<file path="config.mk">
export PLATFORM = sky130hd
export DESIGN_NAME = fnd_ascii_sender
export DESIGN_NICKNAME = d
export VERILOG_FILES = /design/src/rtl/fnd_ascii_sender_pkg.sv /design/src/rtl/fnd_ascii_sender_bcd_to_ascii.sv /design/src/rtl/fnd_ascii_sender.sv
export SDC_FILE = /design/constraint.sdc
export NUM_CORES = 1
export LEC_CHECK = 0
export BUFFER_PORTS_ARGS = -buffer_cell sky130_fd_sc_hd__buf_4
export CAP_MARGIN = 10
export CORE_MARGIN = 4
export CORE_UTILIZATION = 40
export DETAILED_ROUTE_END_ITERATION = 16
export GPL_ROUTABILITY_DRIVEN = 1
export SLEW_MARGIN = 20
export SYNTH_ARGS = -nofsm -noshare
export SYNTH_HDL_FRONTEND = slang
export SYNTH_SLANG_ARGS = --single-unit
</file>
<file path="constraint.sdc">
create_clock -name clk -period 2.16 [get_ports clk]
set_clock_uncertainty 0.05 [all_clocks]
set_input_delay 0.432 -clock clk [delete_from_list [all_inputs] [get_ports clk]]
set_output_delay 0.432 -clock clk [all_outputs]
set_load 0.05 [all_outputs]
</file>
<file path="src/rtl/fnd_ascii_sender_pkg.sv">
// Shared definitions for the BCD-to-UART ASCII frame sender:
// FSM state encoding, ASCII byte constants and frame lengths.
package fnd_ascii_sender_pkg;

  typedef enum logic [1:0] {
    IDLE,
    ISSUE,
    GAP,
    WAIT
  } state_t;

  localparam logic [7:0] ASCII_ZERO  = 8'h30;
  localparam logic [7:0] ASCII_DASH  = 8'h2D;
  localparam logic [7:0] ASCII_CR    = 8'h0D;
  localparam logic [7:0] ASCII_LF    = 8'h0A;
  localparam logic [7:0] ASCII_COLON = 8'h3A;
  localparam logic [7:0] ASCII_DOT   = 8'h2E;

  localparam int unsigned FRAME_LEN_CRLF  = 7;
  localparam int unsigned FRAME_LEN_PLAIN = 5;

endpackage

</file>
<file path="src/rtl/fnd_ascii_sender_bcd_to_ascii.sv">
// Converts one BCD digit to its ASCII character; non-decimal nibbles
// (10..15) render as '-'.
module bcd_to_ascii
  import fnd_ascii_sender_pkg::*;
(
  input  logic [3:0] bcd,
  output logic [7:0] ascii
);

  always_comb begin
    if (bcd > 4'd9) ascii = ASCII_DASH;
    else            ascii = ASCII_ZERO + {4'h0, bcd};
  end

endmodule

</file>
<file path="src/rtl/fnd_ascii_sender.sv">
// Latches a 4-digit BCD display word and streams it to a UART TX as an
// ASCII frame "d3 d2 SEP d1 d0 [CR LF]" over a start/busy handshake.
module fnd_ascii_sender
  import fnd_ascii_sender_pkg::*;
#(
  parameter bit         SEND_CRLF  = 1'b1,
  parameter logic [7:0] SEP_TIME   = ASCII_COLON,
  parameter logic [7:0] SEP_SENSOR = ASCII_DOT
) (
  input  logic        clk,
  input  logic        reset,
  input  logic        i_send,
  input  logic [15:0] i_bcd_data,
  input  logic        i_mode,
  input  logic        i_tx_busy,
  output logic        o_tx_start,
  output logic [7:0]  o_tx_data,
  output logic        o_busy,
  output logic        o_done
);

  localparam int unsigned FRAME_LEN = SEND_CRLF ? FRAME_LEN_CRLF : FRAME_LEN_PLAIN;
  localparam logic [2:0]  LAST_IDX  = 3'(FRAME_LEN - 1);

  state_t      state_q, state_d;
  logic [2:0]  idx_q, idx_d;
  logic [15:0] data_q, data_d;
  logic        mode_q, mode_d;
  logic        start_d, busy_d, done_d;
  logic [7:0]  txd_d;

  logic [3:0]  nibble;
  logic [7:0]  digit_ascii;
  logic [7:0]  frame_byte;

  always_comb begin
    case (idx_q)
      3'd0:    nibble = data_q[15:12];
      3'd1:    nibble = data_q[11:8];
      3'd3:    nibble = data_q[7:4];
      default: nibble = data_q[3:0];
    endcase
  end

  bcd_to_ascii u_bcd_to_ascii (
    .bcd   (nibble),
    .ascii (digit_ascii)
  );

  always_comb begin
    case (idx_q)
      3'd2:    frame_byte = mode_q ? SEP_SENSOR : SEP_TIME;
      3'd5:    frame_byte = ASCII_CR;
      3'd6:    frame_byte = ASCII_LF;
      default: frame_byte = digit_ascii;
    endcase
  end

  // A request in the o_done cycle is dropped: the frame is still
  // finishing from the requester's point of view.
  always_comb begin
    state_d = state_q;
    idx_d   = idx_q;
    data_d  = data_q;
    mode_d  = mode_q;
    start_d = 1'b0;
    txd_d   = o_tx_data;
    busy_d  = o_busy;
    done_d  = 1'b0;
    case (state_q)
      IDLE: begin
        if (i_send && !o_done) begin
          data_d  = i_bcd_data;
          mode_d  = i_mode;
          idx_d   = '0;
          busy_d  = 1'b1;
          state_d = ISSUE;
        end
      end
      ISSUE: begin
        if (!i_tx_busy) begin
          start_d = 1'b1;
          txd_d   = frame_byte;
          state_d = GAP;
        end
      end
      GAP: state_d = WAIT;
      WAIT: begin
        if (!i_tx_busy) begin
          if (idx_q == LAST_IDX) begin
            done_d  = 1'b1;
            busy_d  = 1'b0;
            state_d = IDLE;
          end else begin
            idx_d   = idx_q + 3'd1;
            state_d = ISSUE;
          end
        end
      end
      default: state_d = IDLE;
    endcase
  end

  always_ff @(posedge clk or negedge reset) begin
    if (!reset) begin
      state_q    <= IDLE;
      idx_q      <= '0;
      data_q     <= '0;
      mode_q     <= 1'b0;
      o_tx_start <= 1'b0;
      o_tx_data  <= '0;
      o_busy     <= 1'b0;
      o_done     <= 1'b0;
    end else begin
      state_q    <= state_d;
      idx_q      <= idx_d;
      data_q     <= data_d;
      mode_q     <= mode_d;
      o_tx_start <= start_d;
      o_tx_data  <= txd_d;
      o_busy     <= busy_d;
      o_done     <= done_d;
    end
  end

endmodule
</file>
==> results of run 1 <==
-- registers in the layout, summed over array words and instances, names as in the netlist --
signal / count
data_q: 16
idx_q: 3
mode_q: 1
o_busy: 1
o_done: 1
o_tx_data: 6
o_tx_start: 1
state_q: 2
-- routing by layer --
metal / GRT usage, % / routed length (um)
met1: 17.4 / 1380
met2: 22.5 / 1610
met3: 4.40 / 199
met4: 4.38 / 32
met5: 0 / 0
-- cell type report --
type / count / area [um2]
Clock buffer: 8 / 100
Fill cell: 358 / 1750
Inverter: 11 / 41.3
Multi-Input combinational cell: 89 / 756
Sequential cell: 31 / 777
Tap cell: 48 / 60.1
Timing Repair Buffer: 34 / 255
-- cell usage after synthesis (all sizes together), types with 2 or more instances --
master    n
o2111ai   2
o21a      2
buf       5
nor2      6
nand2    10
o31a      2
nor2b     3
inv      11
a222oi    2
ha        9
nand3b    3
o21ai     6
dfrtp    31
o2bb2ai   2
mux2i     2
nand2b    2
mux2     19
o31ai     2
-- report_power, final --
part	switching (uW)	total (uW)	internal (uW)
sequential	171	1020	849
combinational	864	1600	738
clock	193	483	290
-- what timing repair did --
action / CTS / global route
gates resized for setup: 0 / 4
setup endpoints to repair: 0 / 4
buffers inserted: 0 / 1
hold buffers: 0 / 0
-- cell usage in the layout, fill, tap and decap left out, types with 3 or more instances in the layout --
cell      netlist  routed
nand3b_1        3       3
nor2_1          5       5
clkbuf_8        0       7
buf_4           4      34
o21ai_0         6       6
nand2_1        10      10
mux2_2         17      17
inv_1          11      11
ha_1            9       8
dfrtp_1        31      30
-- critical path: stages (launching register included) --
cell	delay [ps]
dfrtp_1	420
ha_1	220
ha_1	200
buf_4	170
a222oi_1	320
mux2i_1	180
nand2b_4	170
a31o_1	190
-- per-stage QoR --
step / hold slack (ps) / util (%) / area (um2) / setup TNS [ps] / cells
2_1_floorplan: 86.4 / - / 1600 / 0 / 137
3_3_place_gp: 335 / 49.9 / 1870 / 0 / 212
3_5_place_dp: 336 / 49.9 / 1870 / 0 / 212
4_1_cts: 42.3 / 52.5 / 1970 / 0 / 220
5_1_grt: 56.5 / 53.1 / 1990 / -15.8 / 221
6_report: 24.3 / 53.1 / 1990 / 0 / 221
-- cell families after synthesis --
logic type	Yosys count	share of synthesized area, %
DFF	31	48.7
AOI/OAI and AO/OA	29	14.8
and+or+nand+nor	28	9.50
muxes	21	14.7
buffers and inverters	17	5.02
adders and majority gates	9	7.06
other	1	0.235
-- worst paths after layout --
path                               from           end  slack, ps  cells after the start
setup reg to reg               idx_q[0]  o_tx_data[0]        140                      7
hold / removal                    reset  o_tx_data[5]         20                      1
hold reg to reg            o_tx_data[1]  o_tx_data[1]        450                      1
max in group asynchronous         reset      idx_q[1]       1730                      1
setup / recovery               idx_q[0]  o_tx_data[0]        140                      7
min in group clk              i_tx_busy        o_done        310                      2
==> impl_metrics.ini, run 1 <==
[sta]
hold_viol = 0
fin_crit_sh_pct = 93.3
fin_crit_ps = 2020
relSlewSlack_pct = 66.2
finalSetupViolCount = 0
setup_slack_ps = 144
fmax_mhz = 496
worstMarginPinSlew_ps = 503
report.final.slew_viol_count = 0

[cells_and_area]
diodes = 0
nets = 202
areaGrowthSynthToFinish_pct = 24.8
drive_gt1_share_pct = 38.2

[floorplanning]
start_util_pct = 42.6
pin_count = 32
dieArea_um2 = 5060
die_w_um = 71.1
die_y_um = 71.1
num_rows = 22
core_um2 = 3740

[routing]
totalWireLength_mm = 3.22
route.detailed.drc = 0
first_iter_violations = 83
vias_per_cell = 5.33
routedWlPerCell_um = 14.6
detail-route-antenna-nets = 0
vias = 1177
first_pass_iters = 4

[cts]
cts_sinks = 31
clk_latency_ps = 270
cts-root-buf = clkbuf_8
htreeDepth = 2
cts_buffer_depth = 2
clk_pin_slew_worst_paths_ps = 60
cts-buffers-inserted = 5
cts_tree = built

[worst_setup_path]
criticalPathCategory = reg -> reg
endpoint_kind = register
crit_path_max_fanout = 7
arrival_ps = 2130
cp.required_ps = 2270
cp-start-kind = register

[status]
status = completed

[yosys]
synth.largest_area_cell = dfrtp_1
ys.flop_type = dfrtp_1
yosys_register_bits = 31
synth_top_area_share_pct = 48.7
yosysUniqueCellTypes = 39
synth_edf_count = 0
avgSynthCellArea_um2 = 11.7
yosysSeqAreaShare_pct = 48.7
synth_area_leaders = dfrtp_1 49%, mux2_2 12%, ha_1 7.1%, inv_1 2.6%, nand2_1 2.4%
syn-instance-count = 136
syn_area_um2 = 1590
ys.warnings.count = 0
synth-async-reset-ratio_pct = 100

[power_and_ir_drop]
ir_drop_mv = 0.686
finalPower_uw = 3110
pwr_density_cell_nw_per_um2 = 1560
p_leak_uw = 0.000919

[global_route]
grt_start_max_net_pins = 32
grt-ovfl-total = 0
grt_pass1_vias = 1204
grtUsageTotal_pct = 13.8
grt_pass1_wl_mm = 5.53
antenna_found_initial = 0

[placed_design]
place_worst_setup_slack_ps = 90.6
io_buffers = 29
finalWeightedCongestion = 0.836
dpl.hpwl_mm = 2.58

[flow_run]
drv_cap = 0

[min_path]
hp-class = in -> async
No activity file was read; power rests on OpenSTA's default activity.
==> inputs of run 2 (changes only) <==
Settings changed: CORE_UTILIZATION 40 to 45, PLACE_DENSITY set to 0.7.
==> run 2 against run 1 <==
Compared with the run above: sequential share of layout area grew 0.96 points; die area down 9.9%; first-iteration DRC count decreased by 22%; highest routed layer unchanged; via count fell by 2.7%; largest power group unchanged; global-route usage grew 1.4 points.
==> impl_metrics.ini, run 2 (synthesized netlist as in run 1, its figures left out) <==
[status]
status = completed

[global_route]
grtUsageTotal_pct = 15.1
grt_start_max_net_pins = 32
grt_pass1_vias = 1114
grt_pass1_wl_mm = 5.02
grt-ovfl-total = 0
antenna_found_initial = 0

[power_and_ir_drop]
pwr-share-clk_pct = 11.1
pwr_density_cell_nw_per_um2 = 1470
power.switching_uw = 1190
swShare_pct = 41.8
seqPwrFrac_pct = 35.6
p_leak_uw = 0.000902
p_int_uw = 1660
pwr-share-comb_pct = 53.3
ir_drop_mv = 0.581

[routing]
vias = 1145
detail-route-antenna-nets = 0
routedWlPerCell_um = 13.9
totalWireLength_mm = 3.06
vias_per_cell = 5.20
first_iter_violations = 65
route.detailed.drc = 0
first_pass_iters = 6

[floorplanning]
pin_count = 32
die_y_um = 67.5
dieArea_um2 = 4560
num_rows = 21
start_util_pct = 47.0
die_w_um = 67.5
core_um2 = 3390

[worst_setup_path]
crit_path_max_fanout = 5
cp-startpoint = idx_q[0]
cp-start-kind = register
worst-r2r-setup-slack_ps = 130
crit_buf_inv = 1
criticalPathCategory = reg -> reg
arrival_ps = 2190
critPathCapture = o_tx_data[2]
endpoint_kind = register
r2r-end = o_tx_data[2]
cp.required_ps = 2330
worstPathCellList = inv_1 > ha_2 > nor2b_2 > a222oi_1 > mux2i_2 > a2111oi_2 > nor2_1
crit_cells = 7
crit_family = compound AO/OA/AOI/OAI gates
critPathMaxStageDelay_ps = 410
r2r_cells = 7
reg2reg_from = idx_q[0]
slowest_stage = dfrtp_1

[sta]
grt_setup_unrepaired = false
final.setup.tns_ps = 0
hold_viol = 0
finalSetupViolCount = 0
fin_crit_sh_pct = 93.9
report.final.slew_viol_count = 0
fin_crit_ps = 2030
fmax_mhz = 493

[cts]
htreeDepth = 2
cts_sinks = 31
clk_latency_ps = 330
cts-buffers-inserted = 5
clk_pin_slew_worst_paths_ps = 90
cts-root-buf = clkbuf_4
cts_buffer_depth = 2
cts_tree = built

[cells_and_area]
layout.cells.non_filler = 220
layout_common_cells = 34 x buf_4, 30 x dfrtp_1, 17 x mux2_2
drive_gt1_share_pct = 37.9
areaGrowthSynthToFinish_pct = 21.8
nets = 203
diodes = 0
largest_reg_flops = 16
multi_input_area_um2 = 748
fillers = 294
final_common_cell = buf_4
reg_top3 = data_q: 16 flops, o_tx_data: 6 flops, idx_q: 3 flops
largest_register = data_q
seq_area_um2 = 777

[placed_design]
dpl.hpwl_mm = 2.41
io_buffers = 29
finalWeightedCongestion = 0.902
numPlacedInstances = 210

[min_path]
hp-start = i_tx_busy
hp-class = in -> reg

[flow_run]
drv_cap = 0
## run 2: cell count changes in the layout (fill, tap and decap cells not counted)
cell,delta
clkbuf_8,-7
clkbuf_4,+5
nand2b_4,-1
nand2b_1,+1
clkinv_2,+3
clkbuf_1,-1
dlygate4sd3_1,+1
## run 2: through the flow
stage	hold slack, ps	cell area, um2	power [uW]	setup WS, ps	utilization, %
detailed placement	339	1860	2510	101	55.0
finish	244	1940	2850	132	57.3
CTS	230	1930	2840	77.7	56.8
global route	235	1940	3050	51.6	57.3
global placement	336	1860	2450	162	55.0
floorplan	86.4	1600	2130	138	-
## run 2: repair_timing
action / CTS / global route
endpoints found under the setup margin: 0 / 1
setup buffers: 0 / 1
endpoints found under the hold margin: 31 / 0
gates resized for setup: 0 / 3
hold buffers: 1 / 0
## run 2: final cells by class
type	instances	area share, %
Clock inverter	3	0.773
Tap cell	46	2.96
Multi-Input combinational cell	89	38.5
Clock buffer	5	1.93
Sequential cell	31	40.0
Inverter	11	2.13
Timing Repair Buffer	35	13.7
## run 2: routing by layer
layer	track usage (%)	up-vias	wire (um)
met3	5.99	4	193
met4	6.08	0	46
met2	23.1	30	1470
li1	-	558	-
met1	19.1	553	1360
met5	0	-	0
## run 2: worst reg2reg max path, stage by stage, from the launching register on
cell and delay (ps):
dfrtp_1 410, inv_1 100, ha_2 210, nor2b_2 170, a222oi_1 380, mux2i_2 190
a2111oi_2 320, nor2_1 80
## run 2: worst min path at each step
stage | endpoint | slack (ps) | cells past startpoint
after CTS | o_done | 230 | 2
after global placement | state_q[0] | 340 | 1
final | o_done | 240 | 2
after detailed placement | o_tx_data[3] | 340 | 1
after global routing | o_done | 240 | 2
after floorplan | data_q[0] | 90 | 0
## run 2: power by group through the flow
stage / sequential (uW) / combinational, uW / clock, uW
2_1_floorplan: 1160 / 968 / 0
3_3_place_gp: 1020 / 1430 / 0
3_5_place_dp: 1030 / 1480 / 0
4_1_cts: 1020 / 1490 / 330
5_1_grt: 1050 / 1650 / 354
6_report: 1010 / 1520 / 318
